===== config.mk =====
export PLATFORM = sky130hd
export DESIGN_NAME = upsample_nd_layer
export DESIGN_NICKNAME = d
export VERILOG_FILES = /design/src/rtl/upsample_pkg.sv /design/src/rtl/upsample_line_buffer.sv /design/src/rtl/upsample_nd_layer.sv
export SDC_FILE = /design/constraint.sdc
export NUM_CORES = 1
export LEC_CHECK = 0
export BUFFER_PORTS_ARGS = -buffer_cell sky130_fd_sc_hd__clkbuf_2
export CAP_MARGIN = 10
export CORE_ASPECT_RATIO = 1.1
export CORE_MARGIN = 2
export CORE_UTILIZATION = 44
export DETAILED_ROUTE_END_ITERATION = 8
export GPL_TIMING_DRIVEN = 0
export PLACE_DENSITY = 0.78
export REMOVE_ABC_BUFFERS = 1
export SYNTH_ARGS = -nofsm -noshare
export SYNTH_HDL_FRONTEND = slang
export SYNTH_SLANG_ARGS = --single-unit

===== constraint.sdc =====
create_clock -name clk -period 2.1 [get_ports clk]
set_clock_uncertainty 0.1 [all_clocks]
set_input_delay 0.42 -clock clk [delete_from_list [all_inputs] [get_ports clk]]
set_output_delay 0.42 -clock clk [all_outputs]
set_load 0.005 [all_outputs]

===== src/rtl/upsample_pkg.sv =====
// Shared types and helpers for the N-D upsampling layer: FSM state encoding,
// mode selectors and the counter-width helper.
package upsample_pkg;

   typedef enum logic [1:0] {
      S_READ   = 2'd0,
      S_EMIT_H = 2'd1,
      S_EMIT_V = 2'd2
   } state_e;

   localparam int MODE_ZERO    = 0;
   localparam int MODE_NEAREST = 1;

   function automatic int cnt_width(input int max_val);
      return (max_val < 1) ? 1 : $clog2(max_val + 1);
   endfunction

endpackage


===== src/rtl/upsample_line_buffer.sv =====
// One-row pixel store for nearest-neighbour mode: synchronous write port,
// combinational read port. Contents need no reset.
module upsample_line_buffer #(
   parameter int DEPTH = 14,
   parameter int WIDTH = 16,
   parameter int AW    = 4
) (
   input  logic             clk,
   input  logic             we_i,
   input  logic [AW-1:0]    waddr_i,
   input  logic [WIDTH-1:0] wdata_i,
   input  logic [AW-1:0]    raddr_i,
   output logic [WIDTH-1:0] rdata_o
);

   logic [WIDTH-1:0] mem_q [DEPTH];

   // Row storage write port
   always_ff @(posedge clk) begin
      if (we_i) begin
         mem_q[waddr_i] <= wdata_i;
      end
   end

   assign rdata_o = mem_q[raddr_i];

endmodule


===== src/rtl/upsample_nd_layer.sv =====
// Streaming 2-D upsampler: integer stride on both axes, zero-insertion or
// nearest-neighbour repeat, registered valid/ready output stage.
module upsample_nd_layer
   import upsample_pkg::*;
#(
   parameter int IN_WIDTH   = 14,
   parameter int IN_HEIGHT  = 14,
   parameter int STRIDE     = 2,
   parameter int CHANNELS   = 1,
   parameter int DATA_WIDTH = 16,
   parameter int MODE       = 0
) (
   input  logic                           clk,
   input  logic                           rst_n,
   input  logic                           valid_in,
   input  logic [CHANNELS*DATA_WIDTH-1:0] data_in,
   output logic                           ready_in,
   input  logic                           ready_out,
   output logic                           valid_out,
   output logic [CHANNELS*DATA_WIDTH-1:0] data_out,
   output logic                           last_out
);

   localparam int PW        = CHANNELS * DATA_WIDTH;
   localparam int OUT_WIDTH = IN_WIDTH * STRIDE;
   localparam int CW        = cnt_width(IN_WIDTH - 1);
   localparam int RW        = cnt_width(IN_HEIGHT - 1);
   localparam int SW        = cnt_width(STRIDE);
   localparam int OW        = cnt_width(OUT_WIDTH - 1);

   localparam logic [CW-1:0] COL_LAST  = CW'(IN_WIDTH - 1);
   localparam logic [RW-1:0] ROW_LAST  = RW'(IN_HEIGHT - 1);
   localparam logic [SW-1:0] REP_LAST  = SW'((STRIDE > 1) ? STRIDE - 2 : 0);
   localparam logic [SW-1:0] SUB_LAST  = SW'(STRIDE - 1);
   localparam logic [OW-1:0] OCOL_LAST = OW'(OUT_WIDTH - 1);

   state_e        state_q;
   logic [CW-1:0] col_q;
   logic [RW-1:0] row_q;
   logic [SW-1:0] rep_q;
   logic [SW-1:0] vrow_q;
   logic [SW-1:0] sub_q;
   logic [CW-1:0] lbcol_q;
   logic [OW-1:0] ocol_q;
   logic          valid_q;
   logic [PW-1:0] data_q;
   logic          last_q;

   logic          adv_s;
   logic          accept_s;
   logic [PW-1:0] lb_rd_s;

   assign adv_s     = !valid_q || ready_out;
   assign ready_in  = (state_q == S_READ) && adv_s;
   assign accept_s  = ready_in && valid_in;
   assign valid_out = valid_q;
   assign data_out  = data_q;
   assign last_out  = last_q;

   generate
      if (MODE == MODE_NEAREST) begin : g_lb
         upsample_line_buffer #(
            .DEPTH (IN_WIDTH),
            .WIDTH (PW),
            .AW    (CW)
         ) u_line_buffer (
            .clk     (clk),
            .we_i    (accept_s),
            .waddr_i (col_q),
            .wdata_i (data_in),
            .raddr_i (lbcol_q),
            .rdata_o (lb_rd_s)
         );
      end else begin : g_no_lb
         assign lb_rd_s = {PW{1'b0}};
      end
   endgenerate

   // Upsampling FSM with registered output stage; everything holds while stalled
   always_ff @(posedge clk or negedge rst_n) begin
      if (!rst_n) begin
         state_q <= S_READ;
         col_q   <= {CW{1'b0}};
         row_q   <= {RW{1'b0}};
         rep_q   <= {SW{1'b0}};
         vrow_q  <= {SW{1'b0}};
         sub_q   <= {SW{1'b0}};
         lbcol_q <= {CW{1'b0}};
         ocol_q  <= {OW{1'b0}};
         valid_q <= 1'b0;
         data_q  <= {PW{1'b0}};
         last_q  <= 1'b0;
      end else if (adv_s) begin
         case (state_q)
            S_READ: begin
               if (valid_in) begin
                  valid_q <= 1'b1;
                  data_q  <= data_in;
                  last_q  <= (STRIDE == 1) && (col_q == COL_LAST) && (row_q == ROW_LAST);
                  if (STRIDE > 1) begin
                     state_q <= S_EMIT_H;
                     rep_q   <= {SW{1'b0}};
                  end else if (col_q == COL_LAST) begin
                     col_q <= {CW{1'b0}};
                     row_q <= (row_q == ROW_LAST) ? {RW{1'b0}} : row_q + RW'(1);
                  end else begin
                     col_q <= col_q + CW'(1);
                  end
               end else begin
                  valid_q <= 1'b0;
                  last_q  <= 1'b0;
               end
            end
            S_EMIT_H: begin
               valid_q <= 1'b1;
               // data_q still holds the pixel just accepted, so repeating is a hold
               data_q  <= (MODE == MODE_NEAREST) ? data_q : {PW{1'b0}};
               last_q  <= 1'b0;
               if (rep_q == REP_LAST) begin
                  rep_q <= {SW{1'b0}};
                  if (col_q == COL_LAST) begin
                     col_q   <= {CW{1'b0}};
                     ocol_q  <= {OW{1'b0}};
                     vrow_q  <= {SW{1'b0}};
                     sub_q   <= {SW{1'b0}};
                     lbcol_q <= {CW{1'b0}};
                     state_q <= S_EMIT_V;
                  end else begin
                     col_q   <= col_q + CW'(1);
                     state_q <= S_READ;
                  end
               end else begin
                  rep_q <= rep_q + SW'(1);
               end
            end
            S_EMIT_V: begin
               valid_q <= 1'b1;
               data_q  <= lb_rd_s;
               last_q  <= (ocol_q == OCOL_LAST) && (vrow_q == REP_LAST) && (row_q == ROW_LAST);
               if (ocol_q == OCOL_LAST) begin
                  ocol_q  <= {OW{1'b0}};
                  sub_q   <= {SW{1'b0}};
                  lbcol_q <= {CW{1'b0}};
                  if (vrow_q == REP_LAST) begin
                     vrow_q  <= {SW{1'b0}};
                     row_q   <= (row_q == ROW_LAST) ? {RW{1'b0}} : row_q + RW'(1);
                     state_q <= S_READ;
                  end else begin
                     vrow_q <= vrow_q + SW'(1);
                  end
               end else begin
                  ocol_q <= ocol_q + OW'(1);
                  // lbcol_q tracks ocol_q / STRIDE without a divider
                  if (sub_q == SUB_LAST) begin
                     sub_q   <= {SW{1'b0}};
                     lbcol_q <= lbcol_q + CW'(1);
                  end else begin
                     sub_q <= sub_q + SW'(1);
                  end
               end
            end
            default: begin
               state_q <= S_READ;
               valid_q <= 1'b0;
               last_q  <= 1'b0;
            end
         endcase
      end
   end

endmodule


==> flow_summary_export.csv, run 1 <==
group,metric,value,unit
synth,synth_area,1890,µm²
floorplan,core-area,4220,µm²
critical_path,crit_top_cell,"inv_1",
synth,synth-edff-count,0,
placement,hpwl,2420,µm
synth,yosysTopAreaCell,"dfrtp_1",
floorplan,die_h,72.8,µm
synth,synth_top_cell_area_share,48.9,%
detailed_routing,first_pass_iters,4,
cts,ctsRootBufferMaster,"clkbuf_8",
synth,synth_cell_types,40,
critical_path,slowest_delay,0.40,ns
floorplan,die_w,66.6,µm
layout,finalNetCount,242,
cts,clk_latency,0.28,ns
detailed_routing,routedWlPerCell,12.5,µm
synth,ys.warnings.count,0,
placement,gp_congestion,0.778,
cts,cts_tree,"done",
timing,hold_ws,0.159,ns
layout,layout.cells.non_filler,267,
layout,drive_above_1_share,28.2,%
timing,worst_slew_pin_slew,0.916,ns
critical_path,startpoint_type,"register",
cts,cts_buffers,5,
placement,io_buffers,38,
critical_path,critPathMaxFanout,8,
timing,rsz0062_at_grt,"false",
layout,seq_area,926,µm²
detailed_routing,drc,0,
synth,yosys-top-cells-count,"dfrtp_1, nor2b_1, nand2_1",
critical_path,crit_required,2.17,ns
timing,maxSlewViolCount,0,
floorplan,dieArea,4850,µm²
global_routing,grt_use_total,15.5,%
detailed_routing,num_vias,1375,
critical_path,cp_slowest_cell,"dfrtp_1",
timing,slew_headroom,38.9,%
layout,multi_input_area,910,µm²
job,drv_cap,0,
critical_path,crit_arrival,2.03,ns
synth,synth.most_common_cell,"dfrtp_1",
cts,clock_path_buffers,2,
timing,finalCritPeriodShare,93.6,%
timing,post-route-min-period,1.96,ns
cts,cts-htree-levels,2,
synth,synth_area_leaders,"dfrtp_1, mux2_1, ha_1",
synth,ys_ff_latch,37,
global_routing,grt_pass1_wl,5760,µm
placement,dp.cells,259,
critical_path,crit_chain,"inv_1 > ha_2 > inv_1 > o22ai_4 > nand2_1 > mux2_1",
critical_path,endpoint_kind,"register",
hold_path,hp-class,"in2async",
synth,synthCells,172,
global_routing,grt_max_degree,38,
global_routing,gr-total-overflow,0,
layout,fillers,407,
layout,finish.utilization,53.2,%
cts,hold_buffers,0,
detailed_routing,drt-initial-drc-count,92,
pwr,pwr_density_cell,1110,nW/µm²
timing,finalHoldViolCount,0,
detailed_routing,drtAntennaViolNets,0,
detailed_routing,drt-vias-per-instance,5.15,
floorplan,initial_core_util,44.9,%
timing,finalSetupViolations,0,
global_routing,antenna_found_initial,0,
synth,syn_avg_cell_area,11.0,µm²
synth,synth_ff_type,"dfrtp_1",
timing,fmax,509,MHz
synth,postSynth.asyncResetShare,100,%
floorplan,rows,25,
detailed_routing,totalWireLength,3330,µm
pwr,power.leakage,0.00110,µW
cts,numClockSinks,37,
global_routing,grt_pass1_vias,1365,
floorplan,ios,39,
pwr,peakVddDrop,0.000627,V
layout,antenna_cells,0,
outcome,status,"finished clean",
cts,clkSlewWorstSetupHoldPaths,0.07,ns
critical_path,worst-setup-path-type,"reg2reg",
synth,seq_area_frac_synth,48.9,%
layout,area_delta_synth_final,18.5,%
-- critical path, delay by kind of cell (launching register included) --
kind	cells	cell delay [ns]
adder cells (fa/ha/maj)	1	0.29
AO/OA/AOI/OAI	1	0.27
buffers and inverters	2	0.25
multiplexers	1	0.35
flip-flops	1	0.40
AND/OR/NAND/NOR	1	0.18
-- layout by cell type (no fill, tap or decap), drive strengths merged --
cell     instances
nor3b            1
inv             12
clkbuf          45
nor2            11
nand4b           2
xnor2            1
o22ai            1
xor2             1
a21oi            3
o21ai            8
and3             1
nand3            3
a22oi            1
or4b             1
and4b            1
a31oi            1
o211ai           1
mux2i            3
o31ai            2
a211o            1
a21bo            1
or2              1
nand4            3
nand2b           3
a32o             1
ha               9
buf              1
nand2           15
mux2            20
o2bb2ai          4
dfrtp           37
nor2b           17
nor3             1
-- final timing paths --
path                         startpoint  depth (start not counted)  slack (ns)      endpoint
setup / recovery             state_q[0]                          6        0.14     ocol_q[0]
hold / removal                    rst_n                          1        0.16     ocol_q[2]
setup reg to reg             state_q[0]                          6        0.14     ocol_q[0]
hold reg to reg            data_out[13]                          1        0.39  data_out[13]
max in group asynchronous         rst_n                          1        1.17  data_out[10]
min in group clk               valid_in                          3        0.37      rep_q[1]
-- timing repair --
action / CTS / global route
endpoints found under the setup margin: 1 / 15
buffers inserted: 0 / 1
cloned: 0 / 0
pin swaps: 0 / 1
resized for setup: 1 / 2
-- stage by stage --
| step | setup slack, ns | TNS (ns) | power [µW] | cell area [µm²] |
|---|---|---|---|---|
| floorplan | 0.300 | 0 | 1650 | 1870 |
| global placement | 0.00485 | 0 | 1940 | 2130 |
| detailed placement | -0.0215 | -0.0215 | 1970 | 2130 |
| CTS | 0.0628 | 0 | 2480 | 2210 |
| global route | 0.0223 | 0 | 2690 | 2240 |
| finish | 0.135 | 0 | 2490 | 2240 |
-- sequential cells by signal (all words and copies together) (netlist names) --
| name | flops |
|---|---|
| vrow_q | 2 |
| col_q | 4 |
| last_out | 1 |
| row_q | 4 |
| ocol_q | 5 |
| state_q | 2 |
| rep_q | 2 |
| valid_out | 1 |
| data_out | 16 |
-- power by group --
part | switching, µW | internal [µW] | total, µW
registers | 134 | 921 | 1060
logic | 493 | 451 | 944
clock network | 231 | 260 | 491
-- per-layer routing --
layer	routed length [µm]	part of all wire, %	GRT usage (%)	vias to the layer above
met1	1570	47	18.9	661
met4	39	1.2	4.08	0
met3	174	5.2	5.25	6
met2	1550	47	26.4	38
met5	0	0	0	-
li1	-	-	-	670
-- area by class of cell --
cell class,instances,share of cell area [%]
Clock buffer,7,3.85
Tap cell,54,3.01
Sequential cell,37,41.2
Multi-Input combinational cell,118,40.5
Inverter,12,2.01
Timing Repair Buffer,39,9.36
-- logic make-up after synthesis --
| logic type | count (synthesis) | share of synthesized area, % |
|---|---|---|
| XOR/XNOR | 2 | 0.925 |
| buffers and inverters | 17 | 3.76 |
| flip-flops | 37 | 48.9 |
| multiplexers | 23 | 13.9 |
| AO/OA/AOI/OAI | 24 | 9.05 |
| AND/OR/NAND/NOR | 60 | 17.6 |
| adder cells (fa/ha/maj) | 9 | 5.94 |
Note: power is estimated with default switching activity, not from simulation.
==> inputs of run 2 (changes only) <==
--- a/config.mk
+++ b/config.mk
@@ -5,15 +5,16 @@
 export SDC_FILE = /design/constraint.sdc
 export NUM_CORES = 1
 export LEC_CHECK = 0
-export BUFFER_PORTS_ARGS = -buffer_cell sky130_fd_sc_hd__clkbuf_2
 export CAP_MARGIN = 10
 export CORE_ASPECT_RATIO = 1.1
 export CORE_MARGIN = 2
 export CORE_UTILIZATION = 44
 export DETAILED_ROUTE_END_ITERATION = 8
+export DONT_BUFFER_PORTS = 1
 export GPL_TIMING_DRIVEN = 0
-export PLACE_DENSITY = 0.78
+export PLACE_DENSITY = 0.71
 export REMOVE_ABC_BUFFERS = 1
+export SKIP_LAST_GASP = 1
 export SYNTH_ARGS = -nofsm -noshare
 export SYNTH_HDL_FRONTEND = slang
 export SYNTH_SLANG_ARGS = --single-unit
==> run 2 against run 1 <==
Critical path depth unchanged. Sequential power about the same. Die area unchanged. Worst hold slack improved by 0.080 ns. Combinational power decreased by 18%.
==> flow_summary_export.csv, run 2 (synthesized netlist as in run 1, its figures left out) <==
group,metric,value,unit
global_routing,grt_pass1_vias,1382,
global_routing,grt_use_total,16.5,%
timing,finalSetupViolations,0,
detailed_routing,drtAntennaViolNets,0,
pwr,peakVddDrop,0.000644,V
layout,most-common-layout-cells,"dfrtp_1, nor2b_1, nand2_1, inv_1, mux2_1",
timing,worst_slew_pin_slew,0.508,ns
cts,numClockSinks,37,
critical_path,worst-setup-path-type,"reg2reg",
detailed_routing,routed-wl-met3,279,µm
outcome,status,"finished clean",
global_routing,gr-total-overflow,0,
pwr,power.leakage,0.000940,µW
floorplan,rows,25,
detailed_routing,totalWireLength,3570,µm
timing,finalHoldViolCount,0,
layout,largest_reg_flops,16,
critical_path,critPathMaxFanout,16,
timing,post-route-min-period,1.99,ns
detailed_routing,routedWlPerCell,15.5,µm
critical_path,startpoint_type,"register",
placement,gp_congestion,0.857,
cts,clkSlewWorstSetupHoldPaths,0.08,ns
placement,place_worst_setup_slack,-0.0167,ns
timing,rsz0062_at_grt,"false",
global_routing,grt_pass1_wl,6040,µm
floorplan,initial_core_util,44.9,%
detailed_routing,wl_met2,1870,µm
layout,fillers,397,
cts,cts_buffers,5,
layout,drive_above_1_share,14.1,%
timing,finalCritPeriodShare,94.7,%
timing,maxSlewViolCount,0,
global_routing,grt_max_degree,38,
floorplan,die_w,66.6,µm
placement,io_buffers,0,
placement,dp.cells,221,
hold_path,hp-class,"in2reg",
detailed_routing,drc,0,
detailed_routing,wl_met1,1390,µm
critical_path,crit_required,2.18,ns
cts,cts_tree,"done",
layout,layout_commonest_cell,"dfrtp_1",
layout,finalNetCount,205,
layout,area_delta_synth_final,9.11,%
global_routing,antenna_found_initial,0,
timing,setup_ws,0.111,ns
floorplan,ios,39,
placement,placed_area,1940,µm²
layout,fin_area,2070,µm²
timing,fmax,503,MHz
critical_path,crit_arrival,2.07,ns
pwr,pwr_density_cell,1140,nW/µm²
cts,cts-htree-levels,2,
cts,clk_latency,0.29,ns
timing,slew_headroom,66.1,%
floorplan,die_h,72.8,µm
placement,hpwl,2600,µm
detailed_routing,drt-initial-drc-count,71,
detailed_routing,drt-vias-per-instance,5.48,
detailed_routing,num_vias,1266,
floorplan,dieArea,4850,µm²
layout,layout.cells.non_filler,231,
critical_path,endpoint_kind,"register",
cts,clock_path_buffers,2,
cts,ctsRootBufferMaster,"clkbuf_8",
layout,antenna_cells,0,
critical_path,reg2reg_slack,0.11,ns
job,drv_cap,0,
floorplan,core-area,4220,µm²
detailed_routing,first_pass_iters,4,
detailed_routing,top_layer_used,"met4",
timing,hold_ws,0.239,ns
run 2: cell count changes in the layout (fill, tap and decap cells not counted), sizes merged:
| cell | previous run | this run |
|---|---|---|
| clkinvlp | 0 | 1 |
| dlygate4sd3 | 0 | 1 |
| clkbuf | 45 | 5 |
| clkinv | 0 | 2 |
run 2: power breakdown:
part / switching, µW / internal [µW]
logic: 441 / 330
registers: 171 / 922
clock network: 255 / 229
total: 867 / 1480
run 2: stage by stage:
step,power [µW],setup TNS (ns),util [%]
after floorplan,1650,0,-
after global placement,1780,0,45.8
after detailed placement,1850,-0.0167,45.8
after CTS,2360,0,48.7
after global routing,2540,0,48.9
final,2350,0,48.9
run 2: critical path, stage by stage (launching register included):
cell     delay [ns]
dfrtp_1        0.40
inv_1          0.08
ha_1           0.22
inv_1          0.15
o21ai_2        0.12
nor2_4         0.40
mux2_2         0.40
run 2: path summary, 6_finish.rpt:
path                            start           to  depth (start not counted)
setup / recovery           state_q[1]  data_out[0]                          6
hold / removal               valid_in     rep_q[1]                          2
setup reg to reg           state_q[1]  data_out[0]                          6
hold reg to reg              row_q[0]     row_q[0]                          1
max in group asynchronous       rst_n  data_out[8]                          2
min in group asynchronous       rst_n     col_q[3]                          2
run 2: final cells by class:
class,count,area [µm²],area share (%)
inverter,12,45.0,2.18
multi-input combinational,118,912,44.1
clock inverter,3,17.5,0.847
tap,54,67.6,3.27
sequential,37,926,44.8
timing repair buffer,2,30.0,1.45
clock buffer,5,68.8,3.33
run 2: timing repair:
action / CTS / global route
hold endpoints to repair: 37 / 0
gates resized for setup: 1 / 3
setup buffers: 0 / 0
setup endpoints to repair: 1 / 2
gates cloned: 0 / 0
hold buffers: 2 / 0
run 2: per-layer routing:
metal	up-vias	global-route usage, %
met5	-	0
met4	0	4.76
met3	4	7.25
met2	48	27.8
met1	616	18.9
li1	598	-
